===== src/rtl/acc_muldiv_seq.sv =====
// acc_muldiv_seq: accumulator sequencer driving an external 4-bit ALU for load, add, shift-add multiply and restoring divide
module acc_muldiv_seq (
  input  logic       clk,
  input  logic       reset_n,
  input  logic       start,
  input  logic [1:0] op_code,
  input  logic [3:0] operand_a,
  input  logic [3:0] alu_data,
  input  logic       cout,
  output logic [3:0] acc_high_data,
  output logic       alu_lsb,
  output logic       op_add,
  output logic       op_mul,
  output logic       op_div,
  output logic [7:0] acc_data,
  output logic       busy,
  output logic       done
);
  typedef enum logic [1:0] {IDLE, MUL, DIV, DONE} state_t;
  state_t     state_q, state_d;
  logic [7:0] acc_q, acc_d;
  logic [1:0] cnt_q, cnt_d;
  always_ff @(posedge clk or negedge reset_n) begin
    if (!reset_n) begin
      state_q <= IDLE;
      acc_q   <= 8'h00;
      cnt_q   <= 2'd0;
    end else begin
      state_q <= state_d;
      acc_q   <= acc_d;
      cnt_q   <= cnt_d;
    end
  end
  always_comb begin
    state_d = state_q;
    acc_d   = acc_q;
    cnt_d   = cnt_q;
    case (state_q)
      IDLE: if (start) begin
        acc_d   = op_code == 2'b01 ? {alu_data, acc_q[3:0]} : {4'h0, operand_a};
        cnt_d   = 2'd0;
        state_d = op_code == 2'b10 ? MUL : op_code == 2'b11 ? DIV : DONE;
      end
      MUL: begin
        acc_d   = acc_q[0] ? {cout, alu_data, acc_q[3:1]} : {1'b0, acc_q[7:1]};
        cnt_d   = cnt_q + 2'd1;
        state_d = cnt_q == 2'd3 ? DONE : MUL;
      end
      DIV: begin
        // acc[7] set means the shifted partial remainder already exceeds 4 bits, so subtract regardless of borrow
        acc_d   = (cout | acc_q[7]) ? {alu_data, acc_q[2:0], 1'b1} : {acc_q[6:0], 1'b0};
        cnt_d   = cnt_q + 2'd1;
        state_d = cnt_q == 2'd3 ? DONE : DIV;
      end
      default: state_d = IDLE;
    endcase
  end
  assign op_add        = state_q == IDLE && start && op_code == 2'b01;
  assign op_mul        = state_q == MUL;
  assign op_div        = state_q == DIV;
  assign acc_high_data = op_div ? acc_q[6:3] : acc_q[7:4];
  assign alu_lsb       = op_mul & acc_q[0];
  assign acc_data      = acc_q;
  assign busy          = op_mul | op_div;
  assign done          = state_q == DONE;
endmodule


===== config.mk =====
export PLATFORM = sky130hd
export DESIGN_NAME = acc_muldiv_seq
export DESIGN_NICKNAME = d
export VERILOG_FILES = /design/src/rtl/acc_muldiv_seq.sv
export SDC_FILE = /design/constraint.sdc
export NUM_CORES = 1
export LEC_CHECK = 0
export CAP_MARGIN = 30
export CELL_PAD_IN_SITES_DETAIL_PLACEMENT = 1
export CELL_PAD_IN_SITES_GLOBAL_PLACEMENT = 1
export CORE_ASPECT_RATIO = 0.6
export CORE_MARGIN = 4
export CORE_UTILIZATION = 35
export CTS_CLUSTER_DIAMETER = 120
export DETAILED_ROUTE_END_ITERATION = 12
export PLACE_DENSITY_LB_ADDON = 0.1
export SETUP_SLACK_MARGIN = 0.2
export SYNTH_ARGS = -nofsm -noshare
export SYNTH_HDL_FRONTEND = slang
export SYNTH_SLANG_ARGS = --single-unit

===== constraint.sdc =====
create_clock -name clk -period 1.75 [get_ports clk]
set_input_delay 0.2625 -clock clk [delete_from_list [all_inputs] [get_ports clk]]
set_output_delay 0.2625 -clock clk [all_outputs]
set_load 0.02 [all_outputs]

# Word level (Yosys, flattened, before mapping)
# Index checks and enable logic that the tools add are counted.
# word_totals
reg_bits	12
output_inout_bits	18
# op_classes
n_addsub	1
n_eq_ne	9
n_mux	14
bitwise_logic	3
n_reduce_logical	9
# ops
op	n
8-bit 2-to-1 mux	4
8-bit one-hot mux with 3 select lines	1
2-bit == test, second input constant	5
2-bit 2-to-1 mux	4
2-bit one-hot mux with 3 select lines	1
2-bit by 1-bit == test with 1-bit output, second input constant	2
4-bit 2-to-1 mux	1
2-bit != test, second input constant	2
2-bit one-hot mux with 2 select lines	1
2-bit AND reduction	2
3-bit AND reduction	1
3-bit nonzero test	1
2-bit by 1-bit adder with 2-bit output, second input constant	1
1-bit logical AND	2
2-bit logical NOT	1
1-bit 2-to-1 mux	2
1-bit OR	2
2-bit nonzero test	1
2-bit OR reduction	1
1-bit bitwise AND	1

# Longest topological paths before layout
# Gate-level depths: netlist of run 1.
# depth
word_depth	5
ltp_mapped	6

# Worst setup path after synthesis of run 1
# No wires, ideal clock.
# synth_timing
path_kind	register -> register
from	reg state_q[0]
to	reg acc_q[1] (netlist: acc_data[1])
setup_ns	0.125
arrival_time_ns	1.626
required_ns	1.625
path_slack_ns	-0.001
stages_incl_launch_ff	6
path_buffers	0
period_less_slack_ns	1.751
cell_sequence	dfrtp_1 > inv_1 > ha_1 > nor2b_2 > a31o_2 > mux2_4
# synth_via
elab_chain_cells	3
elab_cells_between_ends	8
# synth_rtl
item	line_no	rtl
from (decl)	20	state_t state_q, state_d;
from (signal assigned)	29	state_q <= state_d;
2-bit by 1-bit == test with 1-bit output (tied with other cells)	38	case (state_q)
3-bit nonzero test (no line) / 2-bit != test (equally long branches)	n/a	
3-bit AND reduction (no line)	n/a	
to (signal assigned)	26	acc_q <= 8'h00;
to (signal assigned)	30	acc_q <= acc_d;
to (decl)	21	logic [7:0] acc_q, acc_d;
# Several ways; a longest one is shown, not always the timed one.
# A chain may end at the register's enable or synchronous reset.

# Worst setup path in the final report of run 1
# Ends and elaborated chain as after synthesis.

==> results of run 1 <==
-- worst max-delay path, cell delays in order, from the launching register on --
cell	delay, ps
dfrtp_1	380
inv_2	120
buf_6	130
ha_4	220
nor2b_4	140
a31o_4	230
mux2_4	300
-- through the flow --
stage	setup TNS (ps)	cell area, um^2	power, mW	util
after global placement	-381	1560	3.15	0.543
after detailed placement	-581	1560	3.23	0.543
final	0	1770	4.10	0.618
after global routing	0	1770	4.33	0.618
after floorplan	0	1080	2.15	-
after CTS	0	1710	3.82	0.597
-- kinds of logic (layout without fill, tap and decap cells) --
kind of cell,count (synthesis),in the layout,share of synthesized area
AND/OR/NAND/NOR,24,24,0.151
AO/OA/AOI/OAI,40,40,0.280
adder cells (fa/ha/maj),9,9,0.107
multiplexers,10,10,0.128
flip-flops,12,12,0.285
buffers and inverters,10,63,0.0487
-- what timing repair did --
action                     4_1_cts  5_1_grt
pin swaps                        3        2
setup buffers                    2        2
gates resized for setup         81       16
setup endpoints to repair       24       21
hold buffers                     0        0
-- state kept, by name (all words and copies together), names as in the netlist --
| name | flops |
|---|---|
| cnt_q | 2 |
| state_q | 2 |
| acc_data | 8 |
-- cell usage after synthesis (all sizes together), types with 2 or more instances --
| cell | instances |
|---|---|
| nand2 | 4 |
| inv | 5 |
| mux2 | 10 |
| o211a | 3 |
| a22oi | 2 |
| buf | 4 |
| a221oi | 6 |
| a211oi | 3 |
| nand3 | 2 |
| and2b | 2 |
| nand2b | 6 |
| o22ai | 4 |
| a2111oi | 3 |
| and2 | 4 |
| ha | 9 |
| o21ai | 6 |
| dfrtp | 12 |
| a21oi | 5 |
-- cell type report --
cell class | instances | area share
clock buffer | 3 | 0.0233
timing repair buffer | 55 | 0.271
multi-input combinational | 83 | 0.494
tap | 42 | 0.0296
inverter | 5 | 0.0120
sequential | 12 | 0.171
-- layer usage --
layer  up-vias  track usage  part of all wire
met5         -            0                 0
met4         0       0.0457             0.015
met3        11       0.0502             0.055
met2        48        0.375              0.47
met1       584        0.294              0.46
li1        516            -                 -
-- final timing paths --
check                                            start                      end  slack (ps)  depth (start not counted)
worst max-delay path            state_q[0]$_DFFE_PN0P_  acc_data[1]$_DFFE_PN0P_         100                          6
worst min-delay path                           reset_n  acc_data[4]$_DFFE_PN0P_         400                          1
worst max register to register  state_q[0]$_DFFE_PN0P_  acc_data[1]$_DFFE_PN0P_         100                          6
worst min register to register    cnt_q[0]$_DFFE_PN0P_     cnt_q[0]$_DFFE_PN0P_         560                          2
max in group asynchronous                      reset_n   state_q[1]$_DFFE_PN0P_         880                          1
min in group clk                  cnt_q[0]$_DFFE_PN0P_     cnt_q[0]$_DFFE_PN0P_         560                          2
-- power breakdown --
| group | switching, mW | total (mW) | internal (mW) | leakage [nW] |
|---|---|---|---|---|
| Clock | 0.111 | 0.263 | 0.152 | 0.0216 |
| Combinational | 1.63 | 3.23 | 1.60 | 0.641 |
| Sequential | 0.188 | 0.615 | 0.426 | 0.147 |
==> flow_summary.ini, run 1 <==
[logic_synthesis]
ys_seq_elements = 12
yosys_warnings = 0
syn-cell-area_um2 = 1050
ys_seq_area_frac = 0.285
synth-edff-count = 0
yosys.area.top_type = dfrtp_1
synth.area.top_cells = dfrtp_1 (29%), ha_1 (11%), mux2_4 (8.6%)
postSynth.asyncResetShare = 1.00
synthDistinctLibCells = 38
ys_dominant_reg_cell = dfrtp_1
yosysTopAreaCellShare = 0.285
synth.avg_cell_area_um2 = 10.0
syn_nets = 128
synth_cells = 105

[floorplan]
chipHeight_um = 50.5
start_util = 0.367
core-area_um2 = 2870
die_w_um = 78.8
die-area_um2 = 3980
row_count = 15
io_pins = 32

[detailed_routing]
ant_nets = 0
firstDrtPassIters = 4
wl_per_cell_um = 22.0
avgViaCountPerCell = 5.80
drc = 0
drtIter0Drc = 59
routed_wl_mm = 4.40
dr_total_vias = 1159

[place]
place_congestion = 0.877
dpl_worst_slack_ps = -207
dp.cells = 193
io_buffers = 31
dp_hpwl_mm = 2.82

[run_status]
status = complete, no violations

[sta]
period_share = 0.944
fin_skew_ps = 11.5
setup_viol = 0
fmax_mhz = 605
tightest_slew_ps = 634
period_needed_ps = 1650
hold_viol_final = 0
rsz0062_at_grt = yes
layout_setup_ws_ps = 97.6
slew_headroom = 0.576
drv_slew = 0
hold_ws_ps = 405

[power_and_ir_drop]
ir_drop_mv = 1.55
total_leakage_power_nw = 0.810
p_per_area_nw_per_um2 = 2310

[run]
maxCapViolations = 0

[layout]
final_cell_mix = buf_4 (25), clkdlybuf4s50_1 (13), mux2_4 (10), dfrtp_1 (10)
n_fill_cell = 317
antenna_cells = 0
final_cells = 200
final_nets = 183
seq_area_um2 = 303
multiInputGateArea_um2 = 876
syn_to_final_growth_pct = 68.4
drive_gt1_frac = 0.468
final_common_cell = buf_4

[setup_path]
crit_required_ps = 1870
critPathLaunchType = flip-flop
critical_path_arrival_ps = 1770
cp_max_fo = 6
critical_path_class = reg2reg
critPathCaptureType = flip-flop

[clock_network]
tritoncts = built
clkTransAtPathRegs_ps = 60
clock_latency_ps = 250
cts_root_buf = clkbuf_8
cts_buffers = 3
clk_path_buf_depth = 2
clock_sinks = 12
htreeDepth = 1

[global_route]
grt_max_degree = 13
grt_pass1_vias = 1218
grt.overflow.total = 0
track_usage = 0.223
grt_pass1_wl_mm = 6.67
antenna_found_initial = 0

[min_path]
hold_class = in2async
Note: power is estimated with default switching activity, not from simulation.
==> run 2: changes to the inputs <==
--- a/config.mk
+++ b/config.mk
@@ -13,6 +13,7 @@
 export CORE_UTILIZATION = 35
 export CTS_CLUSTER_DIAMETER = 120
 export DETAILED_ROUTE_END_ITERATION = 12
+export GPL_TIMING_DRIVEN = 0
 export PLACE_DENSITY_LB_ADDON = 0.1
 export SETUP_SLACK_MARGIN = 0.2
 export SYNTH_ARGS = -nofsm -noshare
==> flow_summary.ini, run 2 (synthesis results as in run 1) <==
[layout]
seq_area_um2 = 303
n_fill_cell = 290
fin_util = 0.682
final_cells = 203
syn_to_final_growth_pct = 86.0
multiInputGateArea_um2 = 953
largest_reg_flops = 8
antenna_cells = 0
drive_gt1_frac = 0.540
final_common_cell = buf_4
final_cell_mix = buf_4 (17), clkdlybuf4s50_1 (12), buf_6 (11)
final_area_um2 = 1960
final_nets = 185

[power_and_ir_drop]
p_total_mw = 4.89
p_per_area_nw_per_um2 = 2490
ir_drop_mv = 1.71
combinationalPowerShare = 0.801
switchingPower_mw = 2.25
clock_power_share = 0.071
p_seq_frac = 0.128
swShare = 0.461
total_leakage_power_nw = 0.872
internal_power_mw = 2.63

[place]
dp_hpwl_mm = 2.69
place_area_um2 = 1440
dpl_worst_slack_ps = -413
io_buffers = 31
dp.cells = 178
place_congestion = 0.833

[sta]
rsz0062_at_grt = yes
drv_slew = 0
period_share = 1.01
tightest_slew_ps = 676
hold_viol_final = 0
setup_viol = 2
fmax_mhz = 567
layout_setup_ws_ps = -14.7
period_needed_ps = 1760
slew_headroom = 0.548
hold_ws_ps = 412
fin_setup_tns_ps = -20.7
fin_skew_ps = 4.67

[detailed_routing]
firstDrtPassIters = 4
ant_nets = 0
drc = 0
drtIter0Drc = 95
wl_per_cell_um = 26.6
routed_wl_mm = 5.41
avgViaCountPerCell = 5.81
dr_total_vias = 1180

[floorplan]
io_pins = 32
chipHeight_um = 50.5
start_util = 0.367
row_count = 15
die-area_um2 = 3980
die_w_um = 78.8
core-area_um2 = 2870

[clock_network]
clock_latency_ps = 260
clock_sinks = 12
tritoncts = built
cts_buffers = 3
htreeDepth = 1
cts_root_buf = clkbuf_8
clkTransAtPathRegs_ps = 70
clk_path_buf_depth = 2
cts-hold-fix-buffers = 0

[setup_path]
crit_required_ps = 1490
cp-startpoint = state_q[0]$_DFFE_PN0P_
critPathLaunchType = flip-flop
critical_path_arrival_ps = 1500
critical_path_class = reg2out
r2r_start = state_q[0]$_DFFE_PN0P_
critPathCaptureType = output port
cp_max_fo = 4

[global_route]
grt.overflow.total = 0
track_usage = 0.269
grt_pass1_vias = 1309
grt_pass1_wl_mm = 7.87
antenna_found_initial = 0
grt_max_degree = 13

[run_status]
status = finished, violations left
failed_checks = negative setup slack

[min_path]
hold_class = in2async

[run]
maxCapViolations = 0
==> run 2: final cells by class <==
class	instances	area share
buffer	5	0.0307
clock buffer	4	0.0281
inverter	5	0.0134
multi-input combinational	83	0.487
sequential	12	0.155
tap	42	0.0268
timing repair buffer	52	0.260
==> run 2: final timing paths <==
kind	end	slack [ps]	cells past startpoint
max	acc_high_data[0]	-10	5
min	acc_data[2]$_DFFE_PN0P_	410	1
max reg2reg	acc_data[5]$_DFFE_PN0P_	30	6
min reg2reg	cnt_q[1]$_DFFE_PN0P_	520	2
max in group asynchronous	state_q[0]$_DFFE_PN0P_	870	1
min in group clk	cnt_q[1]$_DFFE_PN0P_	520	2
==> run 2: routing by layer <==
layer / vias to the layer above / track usage / routed length [um]
met2: 58 / 0.420 / 2510
met3: 14 / 0.0681 / 367
met1: 586 / 0.366 / 2380
li1: 522 / - / -
met4: 0 / 0.0886 / 146
met5: - / 0 / 0
==> run 2: power by group through the flow <==
stage / sequential [mW] / combinational [mW] / clock, mW
after global routing: 0.649 / 4.11 / 0.359
after global placement: 0.579 / 2.34 / 0
after floorplan: 0.650 / 1.50 / 0
after detailed placement: 0.594 / 2.40 / 0
final: 0.625 / 3.91 / 0.348
after CTS: 0.607 / 3.38 / 0.341
==> run 2: critical path: stages, from the launching register on <==
cell     delay, ps
dfrtp_2        430
inv_4          110
ha_4           160
buf_8          110
mux2_4         300
buf_6          130
==> run 2: what timing repair did <==
| action | in CTS | in global routing |
|---|---|---|
| pin swaps | 8 | 0 |
| buffers inserted | 19 | 1 |
| gates resized for setup | 101 | 24 |
| setup endpoints to repair | 24 | 23 |
| gates cloned | 1 | 0 |
